==> src/rtl/mem_port_arbiter.sv <==
// Two-requester (data / instruction) arbiter onto a single memory port.
// One outstanding transaction at a time, round-robin on contention, response timeout.
module mem_port_arbiter #(
  parameter int TIMEOUT = 16,
  parameter bit RR_INIT = 1'b0
) (
  input  logic        clk_i,
  input  logic        rst_i,

  input  logic        d_req_i,
  input  logic [31:0] d_addr_i,
  input  logic        d_we_i,
  input  logic [3:0]  d_be_i,
  input  logic [31:0] d_wdata_i,
  output logic        d_gnt_o,
  output logic        d_rvalid_o,
  output logic [31:0] d_rdata_o,

  input  logic        i_req_i,
  input  logic [31:0] i_addr_i,
  output logic        i_gnt_o,
  output logic        i_rvalid_o,
  output logic [31:0] i_rdata_o,

  output logic        mem_req_o,
  output logic [31:0] mem_addr_o,
  output logic        mem_we_o,
  output logic [3:0]  mem_be_o,
  output logic [31:0] mem_wdata_o,
  input  logic        mem_gnt_i,
  input  logic        mem_rvalid_i,
  input  logic [31:0] mem_rdata_i,

  output logic        err_o
);

  localparam int CW = $clog2(TIMEOUT + 1);
  // The timeout fires in the WAIT cycle whose increment would bring the count to TIMEOUT.
  localparam logic [CW-1:0] TMO_LAST = CW'(TIMEOUT - 1);
  localparam logic [31:0]   TMO_DATA = 32'hDEAD_BEEF;

  typedef enum logic {S_IDLE, S_WAIT} state_t;

  state_t        state;
  logic [CW-1:0] cnt;
  logic          owner;   // 0 = data, 1 = instr
  logic          rr;      // requester holding priority on contention
  logic          err;

  logic        sel_i;
  logic        grant;
  logic        waiting;
  logic        resp;
  logic        tmo;
  logic        done;
  logic [31:0] rdata;

  always_comb begin
    sel_i       = i_req_i & (~d_req_i | rr);
    mem_req_o   = (state == S_IDLE) & ~rst_i & (d_req_i | i_req_i);
    mem_addr_o  = sel_i ? i_addr_i : d_addr_i;
    mem_we_o    = sel_i ? 1'b0     : d_we_i;
    mem_be_o    = sel_i ? 4'hF     : d_be_i;
    mem_wdata_o = sel_i ? 32'h0    : d_wdata_i;
    grant       = mem_req_o & mem_gnt_i;
    d_gnt_o     = grant & ~sel_i;
    i_gnt_o     = grant & sel_i;

    waiting     = (state == S_WAIT) & ~rst_i;
    resp        = waiting & mem_rvalid_i;
    tmo         = waiting & ~mem_rvalid_i & (cnt == TMO_LAST);
    done        = resp | tmo;
    rdata       = resp ? mem_rdata_i : TMO_DATA;
    d_rvalid_o  = done & ~owner;
    i_rvalid_o  = done & owner;
    d_rdata_o   = d_rvalid_o ? rdata : 32'h0;
    i_rdata_o   = i_rvalid_o ? rdata : 32'h0;
    err_o       = err;
  end

  always_ff @(posedge clk_i or posedge rst_i) begin
    if (rst_i) begin
      state <= S_IDLE;
      cnt   <= '0;
      owner <= 1'b0;
      rr    <= RR_INIT;
      err   <= 1'b0;
    end else begin
      case (state)
        S_IDLE: begin
          if (grant) begin
            state <= S_WAIT;
            owner <= sel_i;
            rr    <= ~sel_i;
            cnt   <= '0;
          end
        end
        S_WAIT: begin
          if (resp) begin
            state <= S_IDLE;
          end else if (tmo) begin
            state <= S_IDLE;
            err   <= 1'b1;
          end else begin
            cnt <= cnt + 1'b1;
          end
        end
        default: state <= S_IDLE;
      endcase
    end
  end

endmodule

==> config.mk <==
export PLATFORM = sky130hd
export DESIGN_NAME = mem_port_arbiter
export DESIGN_NICKNAME = d
export VERILOG_FILES = /design/src/rtl/mem_port_arbiter.sv
export SDC_FILE = /design/constraint.sdc
export NUM_CORES = 1
export LEC_CHECK = 0
export ABC_CLOCK_PERIOD_IN_PS = 5800
export BUFFER_PORTS_ARGS = -buffer_cell sky130_fd_sc_hd__buf_2
export CAP_MARGIN = 10
export CORE_AREA = 2 2 109 111
export CTS_CLUSTER_SIZE = 10
export DETAILED_ROUTE_END_ITERATION = 8
export DIE_AREA = 0 0 111 113
export SYNTH_ARGS = -nofsm -noshare
export SYNTH_HDL_FRONTEND = slang
export SYNTH_SLANG_ARGS = --single-unit
==> constraint.sdc <==
create_clock -name clk_i -period 5.8 [get_ports clk_i]
set_input_delay 0.87 -clock clk_i [delete_from_list [all_inputs] [get_ports clk_i]]
set_output_delay 0.87 -clock clk_i [all_outputs]
set_load 0.02 [all_outputs]
==> run metrics, run 1 <==
DR vias/cell=roughly 4.2; pin count of the biggest net entering global routing=between 60 and 70; Fin. Hold Viols=0; Cells after Synth=about 200; final core occ=0.290; Post-Synth XOR/XNOR Area=0; fraction of layout cells with a size suffix above 1=0.688; Layout fillers=approximately 1.2k; CTS tree=yes; Ys Warns=0; Tot Pwr=0.649 mW; Finished Layout Cells=roughly 600; kind of critical path=flop to output port; initial antenna violation count=3; Setup crit start kind=flop; wire length per cell=around 16 um; DRC viols=0; Post-Synth Adder-Cell Area=0.0147; nets=610; vias in the first global route=2552; Required @ worst endpoint=4930 ps; clock latency on the worst-skew pair=230 ps; count of cell types in the netlist=30; Worst Hold Slack=~480 ps; post-CTS sizing=0; Achievable Freq=293 MHz; CP arrival=2540 ps; Leakage=1.93 nW; routability cong.=slightly above 0.9; Max Cap Viol=0; Final Skew=about 4.4 ps; post-synthesis sequential area ratio=0.132; Hold WC Path Type=flop to flop; largest family of logic cells by synthesized area=simple AND/OR/NAND/NOR gates; drt first-iter violations=58; RSZ-0062 raised after global routing=false; Bufs on Longest Clock Path=2; combinational power share=0.645; Synth Area in Compound Gates=0.250; hpwl dp=about 8700 um; Die W=between 100 and 150 um; Slew Limit Fails=0; commonest non-fill, non-tap cells in the layout=buf_2, o21a_1, and2_1; Avg Inst Size Synth=around 8.4 sq um; fin crit share=0.587; Synth Flop Type=dfrtp_1; wire length of the first global-routing pass=~14000 um; Tmin final=3410 ps; asr flop ratio synth=1.00; mux cell area share after synthesis=0.229; die height=113 um; die area=approximately 13000 sq um; post-synth net total=around 340; slew margin rel.=0.218; Sequential Power Share=0.170; CP top delay family=simple AND/OR/NAND/NOR gates; Final setup viols=0; Yosys top cell area share=0.218; # rows=39; Switching Share=0.465; most common cell after layout, fill and taps aside=buf_2; top cells by area, synth=mux2_2, o21a_1, and2_1; First-pass DRT Iterations=4; Yosys reg bits=9; Worst Path Buf+Inv=1; clock sinks=9; number of synthesized flops with an enable pin=0; simple-gate share of the synthesized area=0.276; Placed Cells=approximately 610; synthesized area=between 1500 and 2000 sq um; Slew @ Worst Pin=between 1000 and 1500 ps; area leader, netlist=mux2_2; I/O Buffers=between 200 and 300; hold buffer count at cts=0; core footprint=11300 sq um; setup repair bufs after CTS=0; Net Switching=between 0.3 and 0.4 mW; crit-path most repeated cell=ha_1; Critical Path End Type=output port; Max IR drop VDD=between 0.0001 and 0.00015 V; Clk pwr share=0.186; critical path's slowest cell=nor4_4; CTS clk-pin slew, worst paths=about 40 ps; total routed wirelength=roughly 9800 um; Layout area overhead=91.5%; P_int=about 0.35 mW; boundary pin count=around 280; grt ovf=0; outcome=finished, final reports clean; CTS buffer count=3; post-route ant nets=0; PwrDens=between 150 and 200 nW/um^2; clock root buffer=clkbuf_16; Final TNS setup=0 ps; CP peak stage delay=880 ps; Tot GR Track Use=0.141; worst-path maximum fanout=25; DR vias=2565; Initial Util=0.151; # H-tree levels=1; critical path, cell by cell=ha_1 > and3_1 > ha_1 > nor2_1 > nor4_4 > o21a_1 > buf_2
-- power groups by stage --
stage / Sequential [mW] / Combinational, mW / Clock, mW
after CTS: 0.113 / 0.423 / 0.122
after global placement: 0.111 / 0.416 / 0
after global routing: 0.114 / 0.453 / 0.127
after floorplan: 0.0946 / 0.285 / 0
final: 0.110 / 0.419 / 0.120
after detailed placement: 0.113 / 0.422 / 0
-- worst paths after layout --
path / cells after the start / to / slack, ps / start
max: 7 / d_rdata_o[25] / 2390 / cnt[0]$_DFFE_PP0P_
min: 1 / err_o$_DFFE_PP0P_ / 480 / err_o$_DFFE_PP0P_
max reg2reg: 6 / cnt[2]$_DFFE_PP0P_ / 3850 / cnt[0]$_DFFE_PP0P_
min reg2reg: 1 / err_o$_DFFE_PP0P_ / 480 / err_o$_DFFE_PP0P_
max in group asynchronous: 2 / cnt[1]$_DFFE_PP0P_ / 4830 / rst_i
min in group asynchronous: 2 / rr$_DFFE_PP0P_ / 700 / rst_i
-- synthesized netlist by cell type (2+ instances only) --
| master | number |
|---|---|
| dfrtp_1 | 9 |
| and3_1 | 10 |
| mux2_2 | 33 |
| clkbuf_1 | 5 |
| mux2i_1 | 2 |
| o21a_1 | 48 |
| buf_6 | 5 |
| ha_1 | 2 |
| nand3_1 | 2 |
| nor4_4 | 2 |
| buf_4 | 5 |
| buf_2 | 3 |
| and2_1 | 42 |
| nor2_1 | 4 |
| nand2b_1 | 6 |
| nand4_1 | 2 |
| inv_1 | 8 |
| o221ai_1 | 2 |
-- final cells by class --
| class | count | area, sq um | area share |
|---|---|---|---|
| Sequential cell | 9 | 225 | 0.0689 |
| Inverter | 9 | 38.8 | 0.0119 |
| Antenna cell | 3 | 7.51 | 0.00230 |
| Tap cell | 143 | 179 | 0.0547 |
| Multi-Input combinational cell | 166 | 1320 | 0.405 |
| Clock buffer | 4 | 78.8 | 0.0241 |
| Timing Repair Buffer | 280 | 1420 | 0.433 |
-- per-stage QoR --
step | setup slack, ps | area (sq um)
floorplan | 3110 | 1710
detailed placement | 2400 | 3170
CTS | 2370 | 3250
global placement | 2500 | 3170
global route | 2190 | 3260
finish | 2390 | 3270
-- flip-flops by register name, summed over array words and instances (netlist names) --
signal  count
cnt         5
err_o       1
owner       1
rr          1
state       1
-- worst reg2reg max path: stages (launching register included) --
cell,delay (ps)
dfrtp_1,390
ha_1,220
and3_1,190
ha_1,200
o21bai_1,360
a32o_1,310
o221ai_1,140
-- per-layer routing --
layer	wire, um	global-route usage	vias up
li1	-	-	1251
met4	333	0.0533	2
met5	13	0	-
met3	1140	0.0536	18
met1	3240	0.134	1117
met2	5030	0.276	177
-- kinds of logic after synthesis --
logic type / after synthesis
AND/OR/NAND/NOR: 73
AO/OA/AOI/OAI: 56
multiplexers: 35
buffers and inverters: 27
flip-flops: 9
adder cells (fa/ha/maj): 2
(Power assumes the default switching activity.)
==> inputs of run 2 (changes only) <==
Settings changed: ABC_CLOCK_PERIOD_IN_PS 5800 to 3300, CORE_AREA 2 2 109 111 to 2 2 107 109, DIE_AREA 0 0 111 113 to 0 0 109 111.
Clock period 5.8 ns to 3.3 ns, I/O delays scaled along.
==> run metrics, run 2 (synthesis results as in run 1) <==
commonest non-fill, non-tap cells in the layout=buf_2, o21a_1, and2_1; Max Cap Viol=0; Tot Pwr=roughly 1.1 mW; Max IR drop VDD=between 0.0001 and 0.00015 V; Placed Cells=just over 600; Fin. Hold Viols=0; setup repair bufs after CTS=0; boundary pin count=about 280; Multi-input gate area=about 1300 sq um; fin crit share=0.908; hold buffer count at cts=0; Layout fillers=about 1.2k; Final TNS setup=0 ps; Required @ worst endpoint=about 2800 ps; Slew @ Worst Pin=about 1100 ps; Finished Layout Cells=611; final worst slack=roughly 300 ps; DR vias=about 2.5k; Post-Place Setup Slack=roughly 440 ps; kind of critical path=flop to output port; First-pass DRT Iterations=4; Initial Util=0.154; clock latency on the worst-skew pair=230 ps; Top reg by flops=cnt; Critical Path End Type=output port; initial antenna violation count=0; post-CTS sizing=0; die area=around 12000 sq um; grt ovf=0; # H-tree levels=1; critical path's slowest cell=nor4_4; Antenna Cells=0; GRT Max-Usage Layer=met2; max reg flops=5; post-route ant nets=0; most common cell after layout, fill and taps aside=buf_2; routability cong.=~0.88; PwrDens=roughly 350 nW/um^2; FF-to-FF setup slack=between 1000 and 1500 ps; pin count of the biggest net entering global routing=74; Final Skew=2.02 ps; hpwl dp=between 8000 and 9000 um; outcome=finished, final reports clean; DRC viols=0; vias in the first global route=around 2.4k; Hold WC Path Type=primary input to asynchronous set/reset pin; drt first-iter violations=61; critical path, cell by cell=ha_1 > and3_1 > ha_1 > nor2_1 > nor4_4 > o21a_1 > buf_2; # rows=39; fraction of layout cells with a size suffix above 1=0.688; CTS clk-pin slew, worst paths=~40 ps; Die W=approximately 110 um; Tot GR Track Use=0.137; Final setup viols=0; core footprint=about 11000 sq um; Slew Limit Fails=0; clock sinks=9; DR vias/cell=just over 4; register area=approximately 230 sq um; nets=610; slew margin rel.=0.247; Tmin final=3000 ps; die height=between 100 and 150 um; M2 GR Usage=0.274; CP arrival=approximately 2500 ps; CTS buffer count=3; Layout area overhead=90.8%; CP peak stage delay=between 800 and 900 ps; wire length per cell=between 10 and 15 um; met3 usage=0.0400; Achievable Freq=between 300 and 400 MHz; RSZ-0062 raised after global routing=false; crit-path most repeated cell=ha_1; Bufs on Longest Clock Path=2; GRT met1 Usage=0.133; Setup crit start kind=flop; clock root buffer=clkbuf_16; CTS tree=yes; total routed wirelength=around 9000 um; worst-path maximum fanout=25; Leakage=just under 2 nW; I/O Buffers=roughly 280; wire length of the first global-routing pass=roughly 13000 um
[run 2: layer usage]
metal	share of wire	wire length, um
met1	0.34	3060
met2	0.54	4880
met3	0.11	953
met4	0.0070	63
met5	0	0
[run 2: cell type report]
class                           instances  area share
Inverter                                9      0.0119
Tap cell                              143      0.0549
Timing Repair Buffer                  280       0.434
Sequential cell                         9      0.0692
Multi-Input combinational cell        166       0.406
Clock buffer                            4      0.0242
[run 2: final timing paths]
check                                        start                 end  depth (start not counted)
worst max-delay path            cnt[0]$_DFFE_PP0P_       d_rdata_o[21]                          7
worst min-delay path                         rst_i  cnt[2]$_DFFE_PP0P_                          2
worst max register to register  cnt[0]$_DFFE_PP0P_  cnt[2]$_DFFE_PP0P_                          6
worst min register to register   err_o$_DFFE_PP0P_   err_o$_DFFE_PP0P_                          1
max in group asynchronous                    rst_i  cnt[3]$_DFFE_PP0P_                          2
min in group clk_i               err_o$_DFFE_PP0P_   err_o$_DFFE_PP0P_                          1
[run 2: where the power goes]
group	switching, mW	internal (mW)	leakage (nW)
Sequential	0.0457	0.146	0.115
Combinational	0.430	0.304	1.77
Clock	0.0498	0.161	0.0382
[run 2: stage by stage]
step	instance area [sq um]	utilization	hold slack, ps
after floorplan	1710	-	331
after global placement	3170	0.286	462
after detailed placement	3170	0.286	456
after CTS	3250	0.293	333
after global routing	3260	0.294	360
final	3260	0.294	319
[run 2: critical path, delay by kind of cell (launching register included)]
family                   cells  cell delay (ps)
AND/OR/NAND/NOR              3             1130
adder cells (fa/ha/maj)      2              380
flip-flops                   1              370
AO/OA/AOI/OAI                1              230
buffers and inverters        1              160
==> inputs of run 3 (changes only) <==
Settings changed: BUFFER_PORTS_ARGS -buffer_cell sky130_fd_sc_hd__buf_2 to not set, CORE_AREA 2 2 107 109 to 2 2 108 110, DIE_AREA 0 0 109 111 to 0 0 110 112, DONT_BUFFER_PORTS set to 1.
==> run metrics, run 3 (synthesis results as in run 1) <==
outcome=finished, final reports clean; Bufs on Longest Clock Path=2; Top reg by flops=cnt; RSZ-0062 raised after global routing=false; Slew @ Worst Pin=approximately 800 ps; kind of critical path=flop to output port; Die W=~110 um; Slew Limit Fails=0; CTS buffer count=3; Reg-to-Reg Start=cnt[0]$_DFFE_PP0P_; Final Skew=3.19 ps; hold buffer count at cts=0; I/O Buffers=0; nets=335; post-route ant nets=0; Leakage=slightly above 0.7 nW; total routed wirelength=~8300 um; fin crit share=0.775; Required @ worst endpoint=2800 ps; slew margin rel.=0.462; Switching Share=0.509; die area=approximately 12000 sq um; Setup crit start kind=flop; routability cong.=around 0.77; worst-path maximum fanout=25; Fin. Hold Viols=0; CTS tree=yes; initial antenna violation count=14; Final setup viols=0; P_int=between 0.4 and 0.5 mW; commonest non-fill, non-tap cells in the layout=o21a_1, and2_1, mux2_2; vias in the first global route=1514; wire length of the first global-routing pass=about 11000 um; DR vias/cell=4.65; DR vias=1600; grt ovf=0; core footprint=around 11000 sq um; setup repair bufs after CTS=0; drt first-iter violations=37; wire length per cell=approximately 24 um; most common cell after layout, fill and taps aside=o21a_1; Tmin final=2560 ps; Hold WC Path Type=primary input to asynchronous set/reset pin; Placed Cells=332; die height=~110 um; clock latency on the worst-skew pair=230 ps; combinational power share=0.567; Tot GR Track Use=0.123; CTS clk-pin slew, worst paths=roughly 40 ps; DRC viols=0; PwrDens=between 400 and 500 nW/um^2; clock sinks=9; Max IR drop VDD=about 0.00021 V; clock root buffer=clkbuf_16; pin count of the biggest net entering global routing=49; Clk pwr share=0.225; Final TNS setup=0 ps; Achievable Freq=slightly below 400 MHz; Sequential Power Share=0.208; Net Switching=about 0.48 mW; Layout area overhead=11.4%; final core occ=0.170; # H-tree levels=1; Critical Path End Type=output port; Finished Layout Cells=344; Tot Pwr=0.947 mW; fraction of layout cells with a size suffix above 1=0.244; max reg flops=5; Initial Util=0.153; # rows=39; post-CTS sizing=0; R2R cell count=6; CP arrival=between 2000 and 2500 ps; hpwl dp=about 7500 um; First-pass DRT Iterations=4; FF-to-FF setup slack=1370 ps; boundary pin count=about 280; Max Cap Viol=0; RR Endpoint=cnt[2]$_DFFE_PP0P_
-- run 3: cell count changes in the layout (fill, tap and decap cells not counted) --
cell | before | now
buf_2 | 277 | 0
buf_4 | 2 | 5
buf_6 | 1 | 0
diode_2 | 0 | 8
-- run 3: worst max-delay path, stage by stage (launching register included) --
cell	delay (ps)
dfrtp_1	400
ha_1	230
and3_1	190
ha_1	200
nor2_1	300
nor4_4	50
buf_4	240
o21a_1	210
-- run 3: metal layers --
layer / up-vias / wire, um / GRT usage
met2: 174 / 4290 / 0.229
met1: 701 / 2600 / 0.113
met5: - / 33 / 0
li1: 707 / - / -
met3: 14 / 1320 / 0.0779
met4: 4 / 104 / 0.0203
-- run 3: stage by stage --
stage / setup WS, ps / cell area, sq um / hold slack (ps)
5_1_grt: 595 / 1900 / 164
4_1_cts: 733 / 1880 / 138
3_5_place_dp: 984 / 1800 / 385
6_report: 741 / 1900 / 128
3_3_place_gp: 1030 / 1800 / 363
2_1_floorplan: 1130 / 1710 / 331
-- run 3: how the worst max path moves through the flow --
| stage | to | depth (start not counted) | slack (ps) | from |
|---|---|---|---|---|
| after floorplan | d_rdata_o[18] | 7 | 1130 | cnt[0]$_DFFE_PP0P_ |
| after global placement | d_rdata_o[10] | 7 | 1030 | cnt[0]$_DFFE_PP0P_ |
| after detailed placement | d_rdata_o[10] | 7 | 980 | cnt[0]$_DFFE_PP0P_ |
| after CTS | d_rdata_o[10] | 7 | 730 | cnt[0]$_DFFE_PP0P_ |
| after global routing | d_rdata_o[13] | 7 | 590 | cnt[0]$_DFFE_PP0P_ |
| final | d_rdata_o[6] | 7 | 740 | cnt[0]$_DFFE_PP0P_ |
-- run 3: power groups by stage --
stage,logic [mW],clock network [mW],registers [mW]
6_report,0.537,0.214,0.197
3_5_place_dp,0.542,0,0.197
4_1_cts,0.544,0.217,0.196
5_1_grt,0.575,0.221,0.200
3_3_place_gp,0.531,0,0.193
2_1_floorplan,0.501,0,0.166
-- run 3: area by class of cell --
type,instances,area [sq um]
inverter,9,38.8
sequential,9,225
clock buffer,4,78.8
fill,1248,9270
multi-input combinational,166,1320
antenna,8,20.0
tap,143,179
timing repair buffer,5,37.5
